$ cat config.mk
export PLATFORM = sky130hd
export DESIGN_NAME = drive_session_controller
export DESIGN_NICKNAME = d
export VERILOG_FILES = /design/src/rtl/drive_ctrl_pkg.sv /design/src/rtl/overheat_filter.sv /design/src/rtl/drive_session_controller.sv
export SDC_FILE = /design/constraint.sdc
export NUM_CORES = 1
export LEC_CHECK = 0
export BUFFER_PORTS_ARGS = -buffer_cell sky130_fd_sc_hd__buf_2
export CORE_MARGIN = 2
export CORE_UTILIZATION = 40
export DETAILED_ROUTE_END_ITERATION = 10
export PLACE_DENSITY = 0.64
export SLEW_MARGIN = 5
export SYNTH_ARGS = -nofsm -noshare
export SYNTH_HDL_FRONTEND = slang
export SYNTH_SLANG_ARGS = --single-unit
$ cat constraint.sdc
create_clock -name clk -period 1.7 [get_ports clk]
set_clock_uncertainty 0.2 [all_clocks]
set_input_delay 0.34 -clock clk [delete_from_list [all_inputs] [get_ports clk]]
set_output_delay 0.34 -clock clk [all_outputs]
set_load 0.02 [all_outputs]
$ cat src/rtl/drive_ctrl_pkg.sv
// Shared types for the drive session controller: state enum and state_o encodings.
package drive_ctrl_pkg;

  typedef enum logic [2:0] {
    S_IDLE   = 3'd0,
    S_DRIVE  = 3'd1,
    S_REFUEL = 3'd2,
    S_DONE   = 3'd3,
    S_COOL   = 3'd4
  } drive_state_t;

  localparam logic [2:0] ENC_IDLE   = 3'd0;
  localparam logic [2:0] ENC_DRIVE  = 3'd1;
  localparam logic [2:0] ENC_REFUEL = 3'd2;
  localparam logic [2:0] ENC_DONE   = 3'd3;
  localparam logic [2:0] ENC_COOL   = 3'd4;

endpackage

$ cat src/rtl/overheat_filter.sv
// Debounces the raw overheat sensor: hot asserts on the FILTER_CYCLES-th consecutive high sample.
module overheat_filter #(
  parameter int FILTER_CYCLES = 3
) (
  input  logic clk,
  input  logic rst_n,
  input  logic cpu_overheated,
  output logic hot
);

  localparam int CW = $clog2(FILTER_CYCLES + 1);
  localparam logic [CW-1:0] SAT = CW'(FILTER_CYCLES);
  localparam logic [CW-1:0] THR = CW'(FILTER_CYCLES - 1);

  logic [CW-1:0] filt_cnt;

  always_ff @(posedge clk or negedge rst_n) begin
    if (!rst_n)               filt_cnt <= '0;
    else if (!cpu_overheated) filt_cnt <= '0;
    else if (filt_cnt != SAT) filt_cnt <= filt_cnt + 1'b1;
  end

  // Combinational on the current sample so the FSM reacts on the same edge.
  assign hot = cpu_overheated && (filt_cnt >= THR);

endmodule

$ cat src/rtl/drive_session_controller.sv
// Trip sequencing FSM with refuel stops and debounced thermal shutdown.
// Optional drive-cycle statistics counter enabled by defining DRIVE_STATS_EN.
module drive_session_controller
  import drive_ctrl_pkg::*;
#(
  parameter int FILTER_CYCLES = 3,
  parameter int COOL_CYCLES   = 16,
  parameter int STAT_W        = 16
) (
  input  logic       clk,
  input  logic       rst_n,
  input  logic       start,
  input  logic       cpu_overheated,
  input  logic       arrived,
  input  logic       gas_tank_empty,
  input  logic       refuel_done,
  output logic       keep_driving,
  output logic       shut_off_computer,
  output logic [2:0] state_o,
  output logic       trip_done
`ifdef DRIVE_STATS_EN
  ,output logic [STAT_W-1:0] drive_cycles
`endif
);

  localparam int CCW = ($clog2(COOL_CYCLES) < 1) ? 1 : $clog2(COOL_CYCLES);
  localparam logic [CCW-1:0] COOL_LOAD = CCW'(COOL_CYCLES - 1);

  drive_state_t   state, next;
  logic           hot;
  logic [CCW-1:0] cool_cnt;

  overheat_filter #(.FILTER_CYCLES(FILTER_CYCLES)) u_filter (
    .clk            (clk),
    .rst_n          (rst_n),
    .cpu_overheated (cpu_overheated),
    .hot            (hot)
  );

  always_ff @(posedge clk or negedge rst_n) begin
    if (!rst_n) state <= S_IDLE;
    else        state <= next;
  end

  always_comb begin
    next = state;
    case (state)
      S_IDLE:   if (start) begin
                  if (arrived)             next = S_DONE;
                  else if (gas_tank_empty) next = S_REFUEL;
                  else                     next = S_DRIVE;
                end
      S_DRIVE:  if (arrived)             next = S_DONE;
                else if (gas_tank_empty) next = S_REFUEL;
      S_REFUEL: if (refuel_done && !gas_tank_empty) next = S_DRIVE;
      S_DONE:   if (!arrived) next = S_IDLE;
      S_COOL:   if (cool_cnt == '0 && !cpu_overheated) next = S_IDLE;
      default:  next = S_IDLE;
    endcase
    // Thermal override wins over every other transition.
    if (hot && state != S_COOL) next = S_COOL;
  end

  always_comb begin
    keep_driving      = (state == S_DRIVE);
    shut_off_computer = (state == S_COOL);
    state_o           = state;
  end

  always_ff @(posedge clk or negedge rst_n) begin
    if (!rst_n) cool_cnt <= '0;
    else if (state != S_COOL && next == S_COOL) cool_cnt <= COOL_LOAD;
    else if (state == S_COOL) begin
      if (cpu_overheated)        cool_cnt <= COOL_LOAD;
      else if (cool_cnt != '0)   cool_cnt <= cool_cnt - 1'b1;
    end
  end

  always_ff @(posedge clk or negedge rst_n) begin
    if (!rst_n) trip_done <= 1'b0;
    else        trip_done <= (next == S_DONE) && (state != S_DONE);
  end

`ifdef DRIVE_STATS_EN
  // Cleared only when a start is actually taken (not pre-empted by overheat).
  always_ff @(posedge clk or negedge rst_n) begin
    if (!rst_n) drive_cycles <= '0;
    else if (state == S_IDLE && start && !hot) drive_cycles <= '0;
    else if (state == S_DRIVE && drive_cycles != '1) drive_cycles <= drive_cycles + 1'b1;
  end
`endif

endmodule

==> reports/qor.yml <==
status: "complete, but fails checks"
failed_checks: "negative setup slack"
syn_area_um2: 593
holdCritPathClass: "in -> async"
async_flop_share_pct: 100
ant_nets: 0
die_width_um: 42.5
ys_seq_area_share_pct: 42.2
grt_max_degree: 11
slew_viol_final: 0
setup_viol: 7
drt_iter0_drc: 5
via_per_inst: 5.21
synth_top_area_share_pct: 42.2
io_buffers: 12
syn_nets: 73
first_pass_iters: 4
synth_ff_type: "dfrtp_1"
cp.required_ns: 1.70
cts-buffers-inserted: 3
route.detailed.drc: 0
crit_arrival_ns: 1.86
dieArea_um2: 1810
seqCellArea_um2: 250
cp_max_fo: 8
core_area_um2: 1350
ir_drop_mv: 0.870
track_usage_pct: 16.0
io_pins: 13
finalCritPeriodShare_pct: 110
syn_area_per_cell_um2: 9.57
wl_mm: 1.21
antenna_found_initial: 0
root_buffer: "clkbuf_4"
layout.nets: 102
grt_overflow: 0
worst_skew_pair.late_latency_ns: 0.26
cts_max_level: 1
period_minus_slack_ns: 1.87
synth_cells: 62
critical_path_class: "reg -> reg"
syn_to_final_growth_pct: 38.4
yosysTopAreaCell: "dfrtp_1"
leakagePower_nw: 0.427
vias: 542
cts_tree: "yes"
fin_ws_ns: -0.167
slew_headroom_pct: 75.7
multiInputGateArea_um2: 335
slowest_delay_ns: 0.45
hold_viol: 0
finalPower_w: 0.00138
synth-seq-cells: 10
grt_pass1_vias: 487
clkSlewWorstSetupHoldPaths_ns: 0.06
place_congestion: 0.826
antenna_cells: 0
tightest_slew_ns: 0.355
drive_above_1_share_pct: 38.2
routedWlPerCell_um: 11.6
clock-sinks: 10
setup.worst_path.end_class: "flop"
power.density_nw_per_um2: 1680
start_util_pct: 43.9
cts.path.max_buffers: 2
drv_cap: 0
fillers: 122
synth_edf_count: 0
dieHeight_um: 42.5
dp_hpwl_um: 915
critical_path.cell_chain: "inv_2, ha_4, or4b_4, a21o_4, a31oi_1, and3_1"
core.rowCount: 13
synth_warnings: 0
start_kind: "flop"
slowest_stage: "or4b_4"
synth.area.top_cells: "dfrtp_1 42%, ha_1 8.4%, nor2_1 5.1%"
grt_pass1_wl_mm: 2.11
pre_cts_ws_ns: -0.165
synth_cell_types: 26
rsz0062_at_grt: "yes"
fmax_mhz: 536
[layout make-up]
cell class / count / area share (%)
Clock buffer: 3 / 2.74
Inverter: 7 / 3.20
Multi-Input combinational cell: 43 / 40.9
Sequential cell: 10 / 30.5
Tap cell: 15 / 2.29
Timing Repair Buffer: 26 / 20.4
[metal layers]
metal	track usage [%]	share of wire (%)	vias to the layer above
met3	3.02	4.8	5
li1	-	-	275
met1	20.4	46	248
met4	13.1	3.5	0
met2	23.1	45	14
met5	0	0	-
[timing repair]
item / 4_1_cts / 5_1_grt
endpoints found under the hold margin: 10 / 0
setup endpoints to repair: 7 / 7
buffers inserted: 2 / 1
hold buffers: 1 / 0
resized for setup: 3 / 3
pin swaps: 1 / 4
[final timing paths]
kind,start,end,slack [ns],cells after the start
worst max-delay path,cool_cnt[1]$_DFFE_PN0P_,trip_done$_DFF_PN0_,-0.17,6
worst min-delay path,rst_n,cool_cnt[1]$_DFFE_PN0P_,0.26,2
worst max register to register,cool_cnt[1]$_DFFE_PN0P_,trip_done$_DFF_PN0_,-0.17,6
worst min register to register,u_filter.filt_cnt[1]$_DFFE_PN0P_,u_filter.filt_cnt[1]$_DFFE_PN0P_,0.38,2
max in group asynchronous,rst_n,state_o[0]$_DFF_PN0_,0.85,2
min in group clk,cpu_overheated,cool_cnt[3]$_DFFE_PN0P_,0.27,4
[cell usage in the layout (no fill, tap or decap), types with 3 or more instances in the layout]
cell	instances
nand3_1	3
a21oi_1	3
ha_1	3
nor2_1	8
nor3_1	4
inv_1	5
clkbuf_4	3
buf_4	13
dfrtp_1	10
buf_2	12
[cell families (layout without fill, tap and decap cells)]
kind of cell / Yosys count / after routing / share of synthesized area (%)
flip-flops: 10 / 10 / 42.2
AND/OR/NAND/NOR: 22 / 22 / 20.0
adder cells (fa/ha/maj): 4 / 4 / 8.44
XOR/XNOR: 1 / 1 / 1.48
multiplexers: 2 / 2 / 3.38
buffers and inverters: 9 / 36 / 7.17
AO/OA/AOI/OAI: 14 / 14 / 17.3
[state kept, by name (all words and copies together) (netlist names)]
name and count:
trip_done 1, cool_cnt 4, u_filter.filt_cnt 2, state_o 3
[critical path, delay by kind of cell (launching register included)]
family          cells  cell delay, ns
simple gates        2            0.61
flops               1            0.39
fa+ha+maj           1            0.12
buf+inv             1            0.09
compound gates      2            0.39
[stage by stage]
stage                     hold slack [ns]  utilization, %  instances  area [um2]  TNS [ns]
after global placement            0.00950            55.0         97         742    -0.368
final                               0.261            60.8        104         821    -0.767
after global routing                0.278            60.8        104         821     -1.35
after detailed placement           0.0129            55.0         97         742    -0.606
after CTS                           0.266            59.3        103         801    -0.737
after floorplan                    -0.156               -         62         604    -0.427
[synth_stat cells, drive strengths merged (2+ instances only)]
| cell type | number |
|---|---|
| a21oi | 3 |
| a31oi | 2 |
| buf | 2 |
| dfrtp | 10 |
| ha | 4 |
| inv | 7 |
| mux2i | 2 |
| nand3 | 3 |
| nor2 | 8 |
| nor3 | 4 |
| nor3b | 2 |
| o21a | 2 |
[report_power, final]
| part | switching [W] | internal, W |
|---|---|---|
| clock network | 0.0000721 | 0.0000813 |
| registers | 0.000107 | 0.000334 |
| logic | 0.000369 | 0.000418 |
| total | 0.000548 | 0.000833 |
(Power assumes the default switching activity.)
